### src/rtl/lsu_pkg.sv
// Purpose : shared types, widths and byte-mask helpers for the LSU memory master.
// Latency : n/a (types and pure functions only).
// Backpres: n/a.
package lsu_pkg;

  localparam int LSU_ADDR_W = 64;
  localparam int LSU_DATA_W = 64;

  typedef enum logic [1:0] {
    SZ_B = 2'd0,
    SZ_H = 2'd1,
    SZ_W = 2'd2,
    SZ_D = 2'd3
  } size_t;

  typedef enum logic [1:0] {
    IDLE = 2'd0,
    REQ  = 2'd1,
    WAIT = 2'd2,
    RESP = 2'd3
  } state_t;

  // Byte-lane mask of an access of the given size, starting at lane 0.
  function automatic logic [7:0] base_mask(size_t sz);
    case (sz)
      SZ_B:    return 8'h01;
      SZ_H:    return 8'h03;
      SZ_W:    return 8'h0F;
      default: return 8'hFF;
    endcase
  endfunction

  // Natural alignment: the offset's low size bits must all be zero.
  function automatic logic is_aligned(logic [2:0] off, size_t sz);
    case (sz)
      SZ_B:    return 1'b1;
      SZ_H:    return off[0] == 1'b0;
      SZ_W:    return off[1:0] == 2'b00;
      default: return off == 3'b000;
    endcase
  endfunction

endpackage

### src/rtl/lsu_mem_master_if.sv
// Purpose : bundles the EX request, memory port and WB completion signals.
// Ports   : master = LSU view (drives req_ready, mem_*, resp_*); slave = EX/memory/WB view.
// Backpres: req_valid/req_ready, mem_ce/mem_ready, resp_valid/resp_ready handshakes.
interface lsu_mem_master_if;
  import lsu_pkg::*;

  logic                  req_valid;
  logic                  req_ready;
  logic                  req_we;
  logic [1:0]            req_size;
  logic                  req_unsigned;
  logic [LSU_ADDR_W-1:0] req_addr;
  logic [LSU_DATA_W-1:0] req_wdata;

  logic                  mem_ce;
  logic                  mem_we;
  logic [LSU_ADDR_W-1:0] mem_addr;
  logic [LSU_DATA_W-1:0] mem_wdata;
  logic [7:0]            mem_wmask;
  logic                  mem_ready;
  logic                  mem_rvalid;
  logic [LSU_DATA_W-1:0] mem_rdata;

  logic                  resp_valid;
  logic                  resp_ready;
  logic [LSU_DATA_W-1:0] resp_rdata;
  logic                  resp_err;

  modport master (
    input  req_valid, req_we, req_size, req_unsigned, req_addr, req_wdata,
    input  mem_ready, mem_rvalid, mem_rdata, resp_ready,
    output req_ready, mem_ce, mem_we, mem_addr, mem_wdata, mem_wmask,
    output resp_valid, resp_rdata, resp_err
  );

  modport slave (
    output req_valid, req_we, req_size, req_unsigned, req_addr, req_wdata,
    output mem_ready, mem_rvalid, mem_rdata, resp_ready,
    input  req_ready, mem_ce, mem_we, mem_addr, mem_wdata, mem_wmask,
    input  resp_valid, resp_rdata, resp_err
  );

endinterface

### src/rtl/lsu_load_align.sv
// Purpose : shift the addressed bytes of a read doubleword down and sign/zero-extend them.
// Ports   : i_rdata/i_off/i_size/i_unsigned in, o_data out. Latency 0 (combinational).
// Backpres: none.
module lsu_load_align
  import lsu_pkg::*;
(
  input  logic [63:0] i_rdata,
  input  logic [2:0]  i_off,
  input  size_t       i_size,
  input  logic        i_unsigned,
  output logic [63:0] o_data
);

  logic [63:0] w_raw;

  assign w_raw = i_rdata >> {i_off, 3'b000};

  // Doubleword loads have nothing to extend, so i_unsigned is irrelevant there.
  always_comb begin
    o_data = w_raw;
    case (i_size)
      SZ_B:    o_data = {{56{~i_unsigned & w_raw[7]}},  w_raw[7:0]};
      SZ_H:    o_data = {{48{~i_unsigned & w_raw[15]}}, w_raw[15:0]};
      SZ_W:    o_data = {{32{~i_unsigned & w_raw[31]}}, w_raw[31:0]};
      default: o_data = w_raw;
    endcase
  end

endmodule

### src/rtl/lsu_mem_master.sv
// Purpose : single-outstanding load/store initiator from EX to the 64-bit memory port.
// Ports   : clk, reset (sync, active-high), bus (master modport). Latency: accept->resp_valid 2 cycles min, 1 for faults.
// Backpres: mem_ce held until mem_ready; resp held until resp_ready; req_ready only in IDLE.
module lsu_mem_master
  import lsu_pkg::*;
#(
  parameter int ADDR_W = LSU_ADDR_W,
  parameter int DATA_W = LSU_DATA_W
) (
  input  logic               clk,
  input  logic               reset,
  lsu_mem_master_if.master   bus
);

  state_t              r_state;
  logic                r_we;
  size_t               r_size;
  logic                r_unsigned;
  logic [2:0]          r_off;

  logic                r_req_ready;
  logic                r_mem_ce;
  logic                r_mem_we;
  logic [ADDR_W-1:0]   r_mem_addr;
  logic [DATA_W-1:0]   r_mem_wdata;
  logic [7:0]          r_mem_wmask;
  logic                r_resp_valid;
  logic [DATA_W-1:0]   r_resp_rdata;
  logic                r_resp_err;

  size_t               w_size;
  logic [2:0]          w_off;
  logic [63:0]         w_load_data;
  logic [DATA_W-1:0]   w_capture;

  assign w_size = size_t'(bus.req_size);
  assign w_off  = bus.req_addr[2:0];

  lsu_load_align u_load_align (
    .i_rdata    (bus.mem_rdata),
    .i_off      (r_off),
    .i_size     (r_size),
    .i_unsigned (r_unsigned),
    .o_data     (w_load_data)
  );

  // Stores complete with zero data; loads return the aligned, extended value.
  assign w_capture = r_we ? '0 : w_load_data;

  always_ff @(posedge clk) begin
    if (reset) begin
      r_state      <= IDLE;
      r_we         <= 1'b0;
      r_size       <= SZ_B;
      r_unsigned   <= 1'b0;
      r_off        <= 3'd0;
      r_req_ready  <= 1'b1;
      r_mem_ce     <= 1'b0;
      r_mem_we     <= 1'b0;
      r_mem_addr   <= '0;
      r_mem_wdata  <= '0;
      r_mem_wmask  <= 8'h00;
      r_resp_valid <= 1'b0;
      r_resp_rdata <= '0;
      r_resp_err   <= 1'b0;
    end else begin
      case (r_state)
        IDLE: begin
          if (bus.req_valid) begin
            r_we        <= bus.req_we;
            r_size      <= w_size;
            r_unsigned  <= bus.req_unsigned;
            r_off       <= w_off;
            r_req_ready <= 1'b0;
            if (is_aligned(w_off, w_size)) begin
              r_state     <= REQ;
              r_mem_ce    <= 1'b1;
              r_mem_we    <= bus.req_we;
              r_mem_addr  <= {bus.req_addr[ADDR_W-1:3], 3'b000};
              r_mem_wdata <= bus.req_wdata << {w_off, 3'b000};
              r_mem_wmask <= base_mask(w_size) << w_off;
            end else begin
              // Misaligned: fault straight away, memory is never touched.
              r_state      <= RESP;
              r_resp_valid <= 1'b1;
              r_resp_err   <= 1'b1;
              r_resp_rdata <= '0;
            end
          end
        end
        REQ: begin
          if (bus.mem_ready) begin
            r_mem_ce <= 1'b0;
            r_mem_we <= 1'b0;
            // Zero-wait memories may answer in the same cycle they accept.
            if (bus.mem_rvalid) begin
              r_state      <= RESP;
              r_resp_valid <= 1'b1;
              r_resp_err   <= 1'b0;
              r_resp_rdata <= w_capture;
            end else begin
              r_state <= WAIT;
            end
          end
        end
        WAIT: begin
          if (bus.mem_rvalid) begin
            r_state      <= RESP;
            r_resp_valid <= 1'b1;
            r_resp_err   <= 1'b0;
            r_resp_rdata <= w_capture;
          end
        end
        RESP: begin
          if (bus.resp_ready) begin
            r_state      <= IDLE;
            r_resp_valid <= 1'b0;
            r_resp_err   <= 1'b0;
            r_resp_rdata <= '0;
            r_req_ready  <= 1'b1;
          end
        end
        default: r_state <= IDLE;
      endcase
    end
  end

  assign bus.req_ready  = r_req_ready;
  assign bus.mem_ce     = r_mem_ce;
  assign bus.mem_we     = r_mem_we;
  assign bus.mem_addr   = r_mem_addr;
  assign bus.mem_wdata  = r_mem_wdata;
  assign bus.mem_wmask  = r_mem_wmask;
  assign bus.resp_valid = r_resp_valid;
  assign bus.resp_rdata = r_resp_rdata;
  assign bus.resp_err   = r_resp_err;

endmodule

### src/flat_wrapper.sv
// flat-port wrapper written by rule: the top's interface ports become plain ports
module lsu_mem_master_flat import lsu_pkg::*;
#(
  parameter int ADDR_W = LSU_ADDR_W,
  parameter int DATA_W = LSU_DATA_W
)
  (clk, reset, bus_req_valid, bus_req_we, bus_req_size, bus_req_unsigned, bus_req_addr, bus_req_wdata, bus_mem_ready, bus_mem_rvalid, bus_mem_rdata, bus_resp_ready, bus_req_ready, bus_mem_ce, bus_mem_we, bus_mem_addr, bus_mem_wdata, bus_mem_wmask, bus_resp_valid, bus_resp_rdata, bus_resp_err);
  lsu_mem_master_if bus_i ();
  input  logic clk;
  input  logic reset;
  input wire logic [$bits(bus_i.req_valid)-1:0] bus_req_valid;
  input wire logic [$bits(bus_i.req_we)-1:0] bus_req_we;
  input wire logic [$bits(bus_i.req_size)-1:0] bus_req_size;
  input wire logic [$bits(bus_i.req_unsigned)-1:0] bus_req_unsigned;
  input wire logic [$bits(bus_i.req_addr)-1:0] bus_req_addr;
  input wire logic [$bits(bus_i.req_wdata)-1:0] bus_req_wdata;
  input wire logic [$bits(bus_i.mem_ready)-1:0] bus_mem_ready;
  input wire logic [$bits(bus_i.mem_rvalid)-1:0] bus_mem_rvalid;
  input wire logic [$bits(bus_i.mem_rdata)-1:0] bus_mem_rdata;
  input wire logic [$bits(bus_i.resp_ready)-1:0] bus_resp_ready;
  output wire logic [$bits(bus_i.req_ready)-1:0] bus_req_ready;
  output wire logic [$bits(bus_i.mem_ce)-1:0] bus_mem_ce;
  output wire logic [$bits(bus_i.mem_we)-1:0] bus_mem_we;
  output wire logic [$bits(bus_i.mem_addr)-1:0] bus_mem_addr;
  output wire logic [$bits(bus_i.mem_wdata)-1:0] bus_mem_wdata;
  output wire logic [$bits(bus_i.mem_wmask)-1:0] bus_mem_wmask;
  output wire logic [$bits(bus_i.resp_valid)-1:0] bus_resp_valid;
  output wire logic [$bits(bus_i.resp_rdata)-1:0] bus_resp_rdata;
  output wire logic [$bits(bus_i.resp_err)-1:0] bus_resp_err;
  assign bus_i.req_valid = bus_req_valid;
  assign bus_i.req_we = bus_req_we;
  assign bus_i.req_size = bus_req_size;
  assign bus_i.req_unsigned = bus_req_unsigned;
  assign bus_i.req_addr = bus_req_addr;
  assign bus_i.req_wdata = bus_req_wdata;
  assign bus_i.mem_ready = bus_mem_ready;
  assign bus_i.mem_rvalid = bus_mem_rvalid;
  assign bus_i.mem_rdata = bus_mem_rdata;
  assign bus_i.resp_ready = bus_resp_ready;
  assign bus_req_ready = bus_i.req_ready;
  assign bus_mem_ce = bus_i.mem_ce;
  assign bus_mem_we = bus_i.mem_we;
  assign bus_mem_addr = bus_i.mem_addr;
  assign bus_mem_wdata = bus_i.mem_wdata;
  assign bus_mem_wmask = bus_i.mem_wmask;
  assign bus_resp_valid = bus_i.resp_valid;
  assign bus_resp_rdata = bus_i.resp_rdata;
  assign bus_resp_err = bus_i.resp_err;
  lsu_mem_master #(.ADDR_W(ADDR_W), .DATA_W(DATA_W)) u_core (.clk(clk), .reset(reset), .bus(bus_i));
endmodule
### config.mk
export PLATFORM = sky130hd
export DESIGN_NAME = lsu_mem_master_flat
export DESIGN_NICKNAME = d
export VERILOG_FILES = /design/src/rtl/lsu_pkg.sv /design/src/rtl/lsu_mem_master_if.sv /design/src/rtl/lsu_load_align.sv /design/src/rtl/lsu_mem_master.sv /design/src/flat_wrapper.sv
export SDC_FILE = /design/constraint.sdc
export NUM_CORES = 1
export LEC_CHECK = 0
export BUFFER_PORTS_ARGS = -buffer_cell sky130_fd_sc_hd__buf_2
export CAP_MARGIN = 20
export CORE_UTILIZATION = 45
export CTS_BUF_LIST = sky130_fd_sc_hd__clkbuf_8
export DETAILED_ROUTE_END_ITERATION = 7
export PLACE_DENSITY = 0.81
export SLEW_MARGIN = 20
export SYNTH_ARGS = -nofsm -noshare
export SYNTH_HDL_FRONTEND = slang
export SYNTH_HIERARCHICAL = 1
export SYNTH_SLANG_ARGS = --single-unit
### constraint.sdc
create_clock -name clk -period 3 [get_ports clk]
set_input_delay 0.45 -clock clk [delete_from_list [all_inputs] [get_ports clk]]
set_output_delay 0.45 -clock clk [all_outputs]
set_load 0.02 [all_outputs]
==> results.ini <==
[setup_path]
cp-end-kind = register
arrival_ps = 2920
required_ps = 3470
crit_type = register to register
startpoint_type = register
critPathMaxFanout = 68

[synth]
ys_ff_latch = 211
postSynthAreaPerCell_um2 = 8.771
post_synth_inst_count = 1348
synth-edff-count = 0
ys_warn_count = 6
synthFlopType = dfxtp_1
async_reset_ff_frac = 0
synth.cell_area_um2 = 11820
synth-seq-area-share = 0.3572
synth_cell_types = 59

[flow_run]
drv_cap = 0

[clocking]
clk_latency_ps = 540
cts_sinks = 211
clk_path_buf_depth = 3
ctsResizeCount = 0
cts_buffers = 40
ctsHoldBuffers = 0
post-cts-setup-buffers = 0
ctsHtreeMaxLevel = 2
cts_tree = done
cts_root_buffer = clkbuf_8
clkTransAtPathRegs_ps = 60

[routing]
wl_met2_mm = 20.08
via_per_inst = 5.751
drtPass1Iterations = 6
drtIter0Drc = 1159
wire_per_inst_um = 19.73
wl_met3_mm = 3.614
wirelength_mm = 40.59
highest_layer = met5
wl_met1_mm = 15.46
drc = 0
num_vias = 11829
ant_nets = 0

[place]
routabilityCongestion = 0.9671
dp_hpwl_mm = 29.47
placed_cell_area_um2 = 13880
place_inst = 1983
place_ws_ps = 554.8
port_buffers = 403

[timing]
fin_setup_tns_ps = 0
fin_ws_ps = 549.3
maxSlewHeadroom = 0.4710
fin_crit_sh = 0.8169
finClkSkew_ps = 21.54
fin_crit_ps = 2451
slew_violations = 0
setup_violations = 0
grt_setup_unrepaired = false
fmax_ghz = 0.4080
worstMarginPinSlew_ps = 791.8
whs_ps = 138.3
report.final.hold_viol_count = 0

[global_routing]
antenna_found_initial = 4
overflow = 0
grt_max_degree = 78
grt_pass1_vias = 11380
globalRouteTotalUtil = 0.2891
grt_pass1_wl_mm = 61.10

[die]
rows = 58
fp.dieW_um = 164.1
die_y_um = 164.1
dieArea_um2 = 26930
ios = 407
fp.coreArea_um2 = 25470
start_util = 0.4642

[pwr]
power.total_mw = 10.85
p_leak_nw = 6.617
peakVddDrop_uv = 435.9
power.density_nw_per_um2 = 739.2

[final_layout]
fin_cells = 2057
final_cell_mix = buf_2 (401), nand2_1 (267), dfxtp_1 (208), mux2i_1 (193), a21oi_1 (84)
layout_commonest_cell = buf_2
multiInputGateArea_um2 = 6878
fin_util = 0.5764
drive_above_1_share = 0.3146
layout.cell_area.non_filler_um2 = 14680
register_area_um2 = 4230
area_delta_synth_final_pct = 24.18
num-nets-final = 1902
fillers = 2250

[status]
status = completed

[worst_hold_path]
hold_path.class = input pin to register

## metal layers
metal,track usage,vias to the layer above
li1,-,5513
met1,0.3438,5566
met2,0.5038,641
met3,0.06313,105
met4,0.1128,4
met5,0,-
## synthesized netlist by cell type (2+ instances only)
cell       count  area (um2)
nand2_1      267        1002
dfxtp_1      211        4224
mux2i_1      193        1932
a21oi_1       84       420.4
nand2b_1      76       475.5
nor2_1        62       232.7
clkbuf_1      55       206.5
buf_2         39       195.2
mux4_2        29       653.1
o2bb2ai_1     28       245.2
a211oi_1      27       202.7
nand4_1       26       162.7
a22oi_1       23       172.7
o21ai_0       21       105.1
buf_4         19       142.6
nor3_1        15       75.07
o2111ai_1     15       131.4
nand3_1       14       70.07
o211ai_1      14       105.1
buf_6         13       146.4
inv_1         11       41.29
mux2_2        10       112.6
and2_1         9       56.30
a22o_1         8       70.07
a31oi_1        8       50.05
o22ai_1        7       43.79
a221o_1        6       60.06
nand3b_1       6       45.04
ha_1           5       62.56
nor2b_1        5       31.28
a311oi_1       4       35.03
buf_1          3       11.26
nor3b_1        3       22.52
a2111oi_0      2       17.52
a211o_1        2       17.52
and2_0         2       12.51
and3_1         2       12.51
o2111ai_2      2       30.03
o21ai_1        2       10.01
## kinds of logic after synthesis
logic type / count (synthesis) / share of synthesized area
and+or+nand+nor: 495 / 0.1917
adders and majority gates: 5 / 0.005291
other: 1 / 0.0003172
muxes: 232 / 0.2281
DFF: 211 / 0.3572
buffers and inverters: 142 / 0.06360
AOI/OAI and AO/OA: 262 / 0.1537
## power breakdown
group	internal (mW)	switching (mW)	leakage, nW	total, mW
combinational	1.70	2.73	4.44	4.42
clock	1.58	1.27	0.465	2.84
sequential	3.26	0.323	1.72	3.59
## flip-flops by register name, indices dropped and copies added, names as in the netlist
signal and cells:
u_core/bus.mem_wdata 64, u_core/bus.resp_rdata 64, u_core/bus.mem_addr 61, u_core/bus.mem_wmask 8, u_core/r_off 3, u_core/r_size 2, u_core/r_state 2, u_core/bus.mem_ce 1
u_core/bus.mem_we 1, u_core/bus.req_ready 1, u_core/bus.resp_err 1, u_core/bus.resp_valid 1, u_core/r_unsigned 1, u_core/r_we 1
## final cells by class
cell class / instances / share of cell area
inverter: 12 / 0.003068
multi-input combinational: 997 / 0.4684
sequential: 211 / 0.2881
clock inverter: 24 / 0.01116
clock buffer: 46 / 0.04312
antenna: 4 / 0.0006817
tap: 330 / 0.02812
timing repair buffer: 433 / 0.1573
## final timing paths
kind / endpoint / depth (start not counted) / startpoint / slack (ps)
setup / recovery: u_core/bus.mem_wmask[4] / 7 / u_core/r_state[0] / 550
hold / removal: u_core/bus.mem_addr[62] / 3 / bus_req_addr[62] / 140
setup reg to reg: u_core/bus.mem_wmask[4] / 7 / u_core/r_state[0] / 550
hold reg to reg: u_core/bus.mem_wmask[5] / 2 / u_core/bus.mem_wmask[5] / 450
## worst max-delay path: stages (launching register included)
cell	delay, ps
dfxtp_1	350
inv_1	140
ha_1	310
nand2_1	290
a211oi_4	270
buf_4	610
o211ai_1	220
a21oi_1	180
Note: power is estimated with default switching activity, not from simulation.
